**src/rtl/cnn_mem_pkg.sv**
```systemverilog
// Shared definitions for the CNN parameter/image RAM arbiter.
// Contents: RAM geometry constants, arbiter FSM state encoding and the
// grant-side encoding used for round-robin bookkeeping.
package cnn_mem_pkg;

    localparam int RAM_ADDR_W  = 8;
    localparam int RAM_DATA_W  = 16;
    localparam int RAM_DEPTH   = 256;
    localparam int BURST_LEN_W = 9;

    typedef enum logic [2:0] {
        IDLE,
        HOST_WR,
        HOST_RD,
        HOST_RD_WAIT,
        ENG_RD
    } arb_state_t;

    typedef enum logic {
        GNT_HOST,
        GNT_ENG
    } grant_t;

endpackage

```
**src/rtl/cnn_burst_seq.sv**
```systemverilog
// Burst sequencer for the CNN engine side of the RAM arbiter.
// Latches base/length on a start pulse, presents one beat request at a time
// to the arbiter (beat_req/beat_addr), counts issued beats (beat_issue) and
// returned beats (beat_ret), and produces eng_busy / eng_done.
// Ports:
//   clk, reset_n            clock, async active-low reset
//   eng_start/base/len      burst command (ignored while busy)
//   eng_ready               engine back-pressure; gates new beat requests
//   beat_issue              arbiter granted the current beat this cycle
//   beat_ret                a read beat is returning to the engine this cycle
//   beat_req, beat_addr     pending beat and its RAM address
//   eng_busy, eng_done      burst in progress / one-cycle completion pulse
module cnn_burst_seq
    import cnn_mem_pkg::*;
#(
    parameter int ADDR_W = RAM_ADDR_W,
    parameter int LEN_W  = BURST_LEN_W
) (
    input  logic              clk,
    input  logic              reset_n,
    input  logic              eng_start,
    input  logic [ADDR_W-1:0] eng_base,
    input  logic [LEN_W-1:0]  eng_len,
    input  logic              eng_ready,
    input  logic              beat_issue,
    input  logic              beat_ret,
    output logic              beat_req,
    output logic [ADDR_W-1:0] beat_addr,
    output logic              eng_busy,
    output logic              eng_done
);

    // A burst never needs more words than the RAM holds.
    localparam logic [LEN_W-1:0] MAX_LEN = LEN_W'(1 << ADDR_W);

    logic [ADDR_W-1:0] base_q;
    logic [LEN_W-1:0]  len_q;
    logic [LEN_W-1:0]  issued;
    logic [LEN_W-1:0]  returned;

    assign beat_req  = eng_busy & eng_ready & (issued < len_q);
    // Truncation to ADDR_W gives the 0xFF -> 0x00 wrap.
    assign beat_addr = base_q + issued[ADDR_W-1:0];

    always_ff @(posedge clk or negedge reset_n) begin
        if (!reset_n) begin
            base_q   <= '0;
            len_q    <= '0;
            issued   <= '0;
            returned <= '0;
            eng_busy <= 1'b0;
            eng_done <= 1'b0;
        end else begin
            eng_done <= 1'b0;
            if (!eng_busy) begin
                if (eng_start) begin
                    base_q   <= eng_base;
                    len_q    <= (eng_len > MAX_LEN) ? MAX_LEN : eng_len;
                    issued   <= '0;
                    returned <= '0;
                    eng_busy <= 1'b1;
                end
            end else begin
                if (beat_issue) issued   <= issued + LEN_W'(1);
                if (beat_ret)   returned <= returned + LEN_W'(1);
                // Zero-length bursts finish after their single busy cycle;
                // otherwise finish on the cycle the last beat returns so
                // done/busy-low land one cycle after the final rvalid.
                if (len_q == '0 || (beat_ret && (returned + LEN_W'(1)) == len_q)) begin
                    eng_busy <= 1'b0;
                    eng_done <= 1'b1;
                end
            end
        end
    end

endmodule

```
**src/rtl/cnn_mem_arbiter.sv**
```systemverilog
// Single-port RAM controller shared by the HPS Avalon host and the CNN engine.
// Host: single-word read/write with waitrequest. Engine: burst reads driven
// by cnn_burst_seq. One access per grant; grants evaluated only in IDLE.
// Optional build macro CNN_ARB_HOST_PRIORITY_EN: host wins every tie (fixed
// priority, engine can starve); otherwise ties alternate round-robin.
// Ports:
//   clk, reset_n                     clock, async active-low reset
//   host_*                           Avalon slave side (word addressed)
//   eng_start/base/len/ready         engine burst command + back-pressure
//   eng_busy/rvalid/rdata/done       engine burst status and read data
//   mem_cs/we/addr/wdata, mem_rdata  RAM port (1-cycle registered read)
module cnn_mem_arbiter
    import cnn_mem_pkg::*;
#(
    parameter int ADDR_W = RAM_ADDR_W,
    parameter int DATA_W = RAM_DATA_W,
    parameter int LEN_W  = BURST_LEN_W
) (
    input  logic              clk,
    input  logic              reset_n,
    input  logic              host_chipselect,
    input  logic              host_read,
    input  logic              host_write,
    input  logic [15:0]       host_address,
    input  logic [DATA_W-1:0] host_writedata,
    output logic [DATA_W-1:0] host_readdata,
    output logic              host_waitrequest,
    input  logic              eng_start,
    input  logic [ADDR_W-1:0] eng_base,
    input  logic [LEN_W-1:0]  eng_len,
    input  logic              eng_ready,
    output logic              eng_busy,
    output logic              eng_rvalid,
    output logic [DATA_W-1:0] eng_rdata,
    output logic              eng_done,
    output logic              mem_cs,
    output logic              mem_we,
    output logic [ADDR_W-1:0] mem_addr,
    output logic [DATA_W-1:0] mem_wdata,
    input  logic [DATA_W-1:0] mem_rdata
);

    arb_state_t        state;
    logic              host_pend;
    logic              host_oor;
    logic              host_oor_q;
    logic              rd_valid;
    logic              beat_req;
    logic [ADDR_W-1:0] beat_addr;
    logic              grant_host;
    logic              grant_eng;
`ifndef CNN_ARB_HOST_PRIORITY_EN
    grant_t            last_grant;
`endif

    assign host_pend = host_chipselect & (host_read | host_write);
    assign host_oor  = |host_address[15:ADDR_W];

    // RAM data is only meaningful in the cycle after a read; gate it so the
    // outputs read 0 otherwise (and for out-of-range host reads).
    assign host_readdata = rd_valid   ? mem_rdata : '0;
    assign eng_rdata     = eng_rvalid ? mem_rdata : '0;

    always_comb begin
        grant_host = 1'b0;
        grant_eng  = 1'b0;
        if (state == IDLE) begin
            if (host_pend && beat_req) begin
`ifdef CNN_ARB_HOST_PRIORITY_EN
                grant_host = 1'b1;
`else
                grant_host = (last_grant == GNT_ENG);
                grant_eng  = (last_grant == GNT_HOST);
`endif
            end else begin
                grant_host = host_pend;
                grant_eng  = beat_req;
            end
        end
    end

    cnn_burst_seq #(
        .ADDR_W (ADDR_W),
        .LEN_W  (LEN_W)
    ) u_seq (
        .clk        (clk),
        .reset_n    (reset_n),
        .eng_start  (eng_start),
        .eng_base   (eng_base),
        .eng_len    (eng_len),
        .eng_ready  (eng_ready),
        .beat_issue (grant_eng),
        .beat_ret   (eng_rvalid),
        .beat_req   (beat_req),
        .beat_addr  (beat_addr),
        .eng_busy   (eng_busy),
        .eng_done   (eng_done)
    );

    always_ff @(posedge clk or negedge reset_n) begin
        if (!reset_n) begin
            state            <= IDLE;
`ifndef CNN_ARB_HOST_PRIORITY_EN
            last_grant       <= GNT_ENG;
`endif
            mem_cs           <= 1'b0;
            mem_we           <= 1'b0;
            mem_addr         <= '0;
            mem_wdata        <= '0;
            host_waitrequest <= 1'b1;
            host_oor_q       <= 1'b0;
            rd_valid         <= 1'b0;
            eng_rvalid       <= 1'b0;
        end else begin
            mem_cs           <= 1'b0;
            mem_we           <= 1'b0;
            host_waitrequest <= 1'b1;
            rd_valid         <= 1'b0;
            eng_rvalid       <= 1'b0;
            case (state)
                IDLE: begin
                    if (grant_host) begin
`ifndef CNN_ARB_HOST_PRIORITY_EN
                        last_grant <= GNT_HOST;
`endif
                        mem_addr   <= host_address[ADDR_W-1:0];
                        mem_wdata  <= host_writedata;
                        host_oor_q <= host_oor;
                        // Out-of-range accesses keep normal timing but never
                        // touch the RAM.
                        mem_cs     <= ~host_oor;
                        if (host_write) begin
                            state            <= HOST_WR;
                            mem_we           <= ~host_oor;
                            host_waitrequest <= 1'b0;
                        end else begin
                            state <= HOST_RD;
                        end
                    end else if (grant_eng) begin
`ifndef CNN_ARB_HOST_PRIORITY_EN
                        last_grant <= GNT_ENG;
`endif
                        state    <= ENG_RD;
                        mem_cs   <= 1'b1;
                        mem_addr <= beat_addr;
                    end
                end
                HOST_WR: state <= IDLE;
                HOST_RD: begin
                    state            <= HOST_RD_WAIT;
                    host_waitrequest <= 1'b0;
                    rd_valid         <= ~host_oor_q;
                end
                HOST_RD_WAIT: state <= IDLE;
                ENG_RD: begin
                    state      <= IDLE;
                    eng_rvalid <= 1'b1;
                end
                default: state <= IDLE;
            endcase
        end
    end

endmodule

```
**config.mk**
```make
export PLATFORM = sky130hd
export DESIGN_NAME = cnn_mem_arbiter
export DESIGN_NICKNAME = d
export VERILOG_FILES = /design/src/rtl/cnn_mem_pkg.sv /design/src/rtl/cnn_burst_seq.sv /design/src/rtl/cnn_mem_arbiter.sv
export SDC_FILE = /design/constraint.sdc
export NUM_CORES = 1
export LEC_CHECK = 0
export ABC_AREA = 1
export ABC_CLOCK_PERIOD_IN_PS = 1700
export CORE_ASPECT_RATIO = 2
export CORE_UTILIZATION = 42
export DETAILED_ROUTE_END_ITERATION = 16
export GPL_TIMING_DRIVEN = 1
export PLACE_DENSITY_LB_ADDON = 0.12
export SLEW_MARGIN = 20
export SYNTH_ARGS = -nofsm -noshare
export SYNTH_HDL_FRONTEND = slang
export SYNTH_SLANG_ARGS = --single-unit
```
**constraint.sdc**
```tcl
create_clock -name clk -period 1.7 [get_ports clk]
set_input_delay 0.34 -clock clk [delete_from_list [all_inputs] [get_ports clk]]
set_output_delay 0.34 -clock clk [all_outputs]
set_load 0.05 [all_outputs]
```
# --- Word level (Yosys, flattened, before mapping) ---
# Cells that the tools add are included.
totals:
  ff_bits: 71
  inputBits: 72
  out_inout_bits: 62
op_classes:
  add_sub_neg: 3
  n_lt_le_gt_ge: 2
  eq_ne: 6
  n_mux: 36
  bitwise_logic: 8
  reduce_logical: 13
ops:
  columns: ["op", "n"]
  rows:
  - ["9-bit two-way mux", 6]
  - ["16-bit two-way mux", 2]
  - ["1-bit two-way mux", 21]
  - ["9-bit by 1-bit adder with 9-bit output, second input constant", 2]
  - ["8-bit two-way mux", 2]
  - ["2-bit AND reduction", 5]
  - ["9-bit == test", 1]
  - ["9-bit greater-than comparator, second input constant", 1]
  - ["9-bit logical NOT", 1]
  - ["9-bit less-than comparator", 1]
  - ["8-bit adder", 1]
  - ["8-bit OR reduction", 1]
  - ["3-bit two-way mux", 2]
  - ["3-bit one-hot mux with 2 select lines", 1]
  - ["2-bit != test, second input constant", 2]
  - ["1-bit inverter", 4]
  - ["2-bit nonzero test", 2]
  - ["1-bit AND", 3]
  - ["3-bit by 2-bit == test with 1-bit output, second input constant", 1]
  - ["3-bit == test, second input constant", 1]
  - ["3-bit logical NOT", 1]
  - ["3-bit != test, second input constant", 1]
  - ["1-bit logical AND", 2]
  - ["2-bit two-way mux", 1]
  - ["other kinds (3)", 3]

# --- Depth between registers and ports, before layout ---
depth:
  ltp_word: 8
  mapped_depth: 14
  mapped_depth_nobuf: 14

# --- By module ---
# Synthesis repeated with hierarchy kept, for this count alone.
hier_totals:
  hier_cells: 559
  hier_area_um2: 4134.0
modules_own_cells:
  columns: ["mod", "n_inst", "cells_per_inst", "area_per_inst_um2", "seq_area_each_um2"]
  rows:
  - ["cnn_burst_seq", 1, 306, 2353.5, 925.9]
  - ["cnn_mem_arbiter", 1, 253, 1780.5, 853.3]

# --- Worst setup path before layout ---
# Ideal clock, no wire load.
synth_timing:
  kind: "reg-to-output"
  from: "register eng_rvalid"
  to: "output eng_rdata[10]"
  arrival_time_ns: 1.574
  setup_slack_ns: -0.214
  path_stages_with_launch: 5
  path_buffers: 2
  cell_sequence: "dfrtp_1 -> clkbuf_1 -> clkbuf_1 -> nand2_1 -> inv_1"
synth_between:
  elab_chain_len: 1
synth_lines:
  columns: ["element", "line", "text"]
  rows:
  - ["start: declaration", "cnn_mem_arbiter.sv:33", "output logic eng_rvalid,"]
  - ["start signal: assignment", "cnn_mem_arbiter.sv:113", "eng_rvalid <= 1'b0;"]
  - ["start signal: assignment", "cnn_mem_arbiter.sv:119", "eng_rvalid <= 1'b0;"]
  - ["start signal: assignment", "cnn_mem_arbiter.sv:157", "eng_rvalid <= 1'b1;"]
  - ["16-bit two-way mux", "cnn_mem_arbiter.sv:62", "assign eng_rdata = eng_rvalid ? mem_rdata : '0;"]
  - ["end: declaration", "cnn_mem_arbiter.sv:34", "output logic [DATA_W-1:0] eng_rdata,"]
# Every way passes these cells.

# --- Worst setup path after layout ---
layout_timing:
  from: "register u_seq.len_q[7]"
  to: "register mem_addr[7]"
layout_between:
  elab_chain_len: 7
  word_cells_on_any_way: 10
  cone_classes: "order compare: 1; mux: 5; bitwise: 1; reduce/logical: 3"
layout_lines:
  columns: ["element", "line", "text"]
  rows:
  - ["start: declaration", "cnn_burst_seq.sv:37", "logic [LEN_W-1:0] len_q;"]
  - ["start signal: assignment", "cnn_burst_seq.sv:58", "len_q <= (eng_len > MAX_LEN) ? MAX_LEN : eng_len;"]
  - ["9-bit less-than comparator (*)", "cnn_burst_seq.sv:41", "assign beat_req = eng_busy & eng_ready & (issued < len_q);"]
  - ["1-bit AND (*)", "cnn_burst_seq.sv:41", null]
  - ["1-bit logical AND", "cnn_mem_arbiter.sv:68", "if (host_pend && beat_req) begin"]
  - ["1-bit two-way mux", "cnn_mem_arbiter.sv:68", null]
  - ["1-bit two-way mux", "cnn_mem_arbiter.sv:67", "if (state == IDLE) begin"]
  - ["2-bit nonzero test (no source line)", null, null]
  - ["2-bit AND reduction (no source line)", null, null]
  - ["end signal: assignment", "cnn_mem_arbiter.sv:126", "mem_addr <= host_address[ADDR_W-1:0];"]
  - ["end signal: assignment", "cnn_mem_arbiter.sv:145", "mem_addr <= beat_addr;"]
  - ["end: declaration", "cnn_mem_arbiter.sv:38", "output logic [ADDR_W-1:0] mem_addr,"]
# Every way passes the cells marked *; elsewhere a longest branch is shown, timed or not.
# A chain may end at the register's enable or synchronous reset.

==> results.yml <==
power_and_ir_drop:
  clkPwrFrac_pct: 26.3
  power_switching_mw: 3.06
  internal-power_mw: 4.28
  power.share.combinational_pct: 43.2
  p_per_area_nw_per_um2: 1050
  seqPwrFrac_pct: 30.5
  p_sw_share_pct: 41.6
  power.leakage_nw: 3.62
  ir_drop_mv: 1.27
drt:
  post_drt_via_cell_ratio: 4.96
  dr_total_vias: 4318
  drt_iter0_markers: 187
  drtPass1Iterations: 5
  wl_per_cell_um: 14.8
  drc_errors: 0
  wl_mm: 12.8
  drtAntennaViolNets: 0
run_status:
  violations: "negative setup slack"
  run_status: "complete, but fails checks"
worst_setup_path:
  cp_data_arrival_time_ps: 2130
  worstPathMaxFanout: 8
  slowest_stage: "dfrtp_1"
  max_stage_delay_ps: 380
  startpoint_type: "register"
  worst-setup-path-type: "register to register"
  crit_top_cell: "nand2_1"
  cp.required_ps: 1930
  cp_cell_sequence: "inv_2 > ha_4 > nand2_2 > inv_1 > nand2_1 > nand2_2 > a21oi_4 > nand2_1 > nor2_2 > nand2_4 > nand2_4 > inv_8 > nand2_1 > nand2_1"
  reg2reg_depth: 14
  cp-end-kind: "register"
sta:
  setup-tns-final_ps: -5450
  fmax_ghz: 0.525
  period_share_pct: 112
  worstMarginPinSlew_ps: 489
  rsz0062_at_grt: "yes"
  hold_viol: 0
  maxSlewViolCount: 0
  min_period_ps: 1910
  slew_headroom_pct: 67.4
  setup_ws_ps: -206
  skew_ps: 6.30
  setup_viol: 42
logic_synthesis:
  ys.flop_type: "dfrtp_1"
  ys_seq_elements: 71
  netlist_instances: 543
  ys_warn_count: 0
  synth.distinct_cells: 38
  ys_seq_area_share_pct: 43.3
  syn_nets: 633
  synth_area_um2: 4110
  avgSynthCellArea_um2: 7.57
  async_reset_ff_share_pct: 100
  synth-edff-count: 0
hold_path:
  min_path_type: "primary input to async pin"
placement:
  pre_cts_slack_ps: -319
  dp_cells: 845
  io_buffer_count: 133
  dpl_cell_area_um2: 6270
  place.gp.congestion: 0.894
  dp_hpwl_mm: 9.47
clock_network:
  clk_pin_slew_ps: 60
  max-clock-path-buffers: 2
  numClockSinks: 71
  htreeDepth: 3
  clock_latency_ps: 340
  cts-root-buf: "clkbuf_16"
  cts_tree: "done"
  numCtsBuffers: 9
floorplan:
  dieArea_um2: 10200
  initial_core_util_pct: 43.5
  rows: 50
  die_w_um: 71.9
  die_h_um: 142
  pin_count: 134
  core_area_um2: 9450
grt:
  antenna_found_initial: 0
  first_global_vias: 4466
  grt_usage_pct: 26.3
  grt_remaining_overflow: 0
  grt_max_degree: 41
  grt_pass1_wl_mm: 20.4
layout:
  final_area_um2: 6990
  final_common_cell: "nand2_1"
  area_growth_pct: 70.2
  fin_cells: 870
  drive_gt1_share_pct: 31.6
  layout_common_cells: "183 x nand2_1, 78 x buf_4, 71 x inv_1, 70 x clkdlybuf4s50_1, 67 x dfrtp_1"
  n_antenna_cell: 0
  final_nets: 825
run:
  cap_violations: 0
## area by class of cell
cell class	count	area (µm²)
well taps	130	163
multi-input cells	371	2260
flip-flops and latches	71	1780
clock buffers	9	225
inverters	91	398
fillers	678	2450
repair buffers	191	2090
clock inverters	7	80.1
## worst paths after layout
path	start	end	slack, ps
max	u_seq.len_q[7]	mem_addr[7]	-210
min	reset_n	u_seq.returned[1]	40
max reg2reg	u_seq.len_q[7]	mem_addr[7]	-210
min reg2reg	state[0]	eng_rvalid	440
max in group asynchronous	reset_n	host_waitrequest	1260
min in group clk	state[0]	eng_rvalid	440
## metal layers
layer  track usage [%]  part of all wire, %  up-vias
li1                  -                    -     2104
met4              17.1                  5.9        0
met3              4.19                  3.8       50
met1              25.3                   34     2012
met2              49.6                   57      152
met5                 0                    0        -
## cell usage after synthesis, drive strengths merged (2+ instances only)
master / n / share of area, %
dfstp: 2 / 1.3
o21ai: 21 / 2.6
a21o: 2 / 0.37
a31oi: 2 / 0.30
nand4: 12 / 2.2
ha: 17 / 5.2
nor4: 6 / 0.91
xnor2: 2 / 0.43
nor3: 5 / 0.61
dfrtp: 69 / 42
nor2: 13 / 1.8
o22ai: 13 / 2.0
clkbuf: 8 / 0.73
nand3: 41 / 5.3
a21oi: 6 / 1.0
buf: 4 / 0.91
xor2: 11 / 2.3
or2: 2 / 0.37
nand2: 211 / 20
inv: 90 / 8.3
## timing repair
action	CTS	global route
pin swaps	26	18
setup buffers	5	1
resized for setup	43	45
hold endpoints to repair	0	0
endpoints found under the setup margin	45	43
cloned	1	2
hold buffers	0	0
## worst max-delay path: cells and delay by family (launching register included)
kind                     cells  cell delay [ps]
AND/OR/NAND/NOR              9              840
flip-flops                   1              380
adder cells (fa/ha/maj)      1              200
buffers and inverters        3              180
AO/OA/AOI/OAI                1              160
## power by group through the flow
stage	Combinational, mW	Clock, mW	Sequential [mW]
after floorplan	0.887	0	3.21
after global placement	3.01	0	2.24
after detailed placement	3.05	0	2.24
after CTS	3.16	1.96	2.22
after global routing	3.34	2.04	2.27
final	3.17	1.93	2.24
## cell families after synthesis
| family | count (synthesis) | synth area share [%] |
|---|---|---|
| AOI/OAI and AO/OA | 46 | 6.91 |
| xor gates and xnor gates | 13 | 2.77 |
| adders and majority gates | 18 | 5.66 |
| buffers and inverters | 103 | 10.1 |
| DFF | 71 | 43.3 |
| and+or+nand+nor | 292 | 31.3 |
## flip-flops by register name (all words and copies together) (netlist names)
register          flops
state                 3
u_seq.eng_busy        1
host_waitrequest      1
last_grant            1
u_seq.eng_done        1
mem_wdata            16
mem_addr              8
u_seq.len_q           9
u_seq.issued          9
mem_we                1
u_seq.returned        9
host_oor_q            1
eng_rvalid            1
rd_valid              1
u_seq.base_q          8
mem_cs                1
## per-stage QoR
stage	power (mW)	hold slack, ps	utilization (%)
after floorplan	4.10	44.4	-
after global placement	5.25	397	66.4
after detailed placement	5.29	417	66.4
after CTS	7.34	58.0	71.9
after global routing	7.65	82.9	74.0
final	7.34	39.4	74.0
Note: power is estimated with default switching activity, not from simulation.
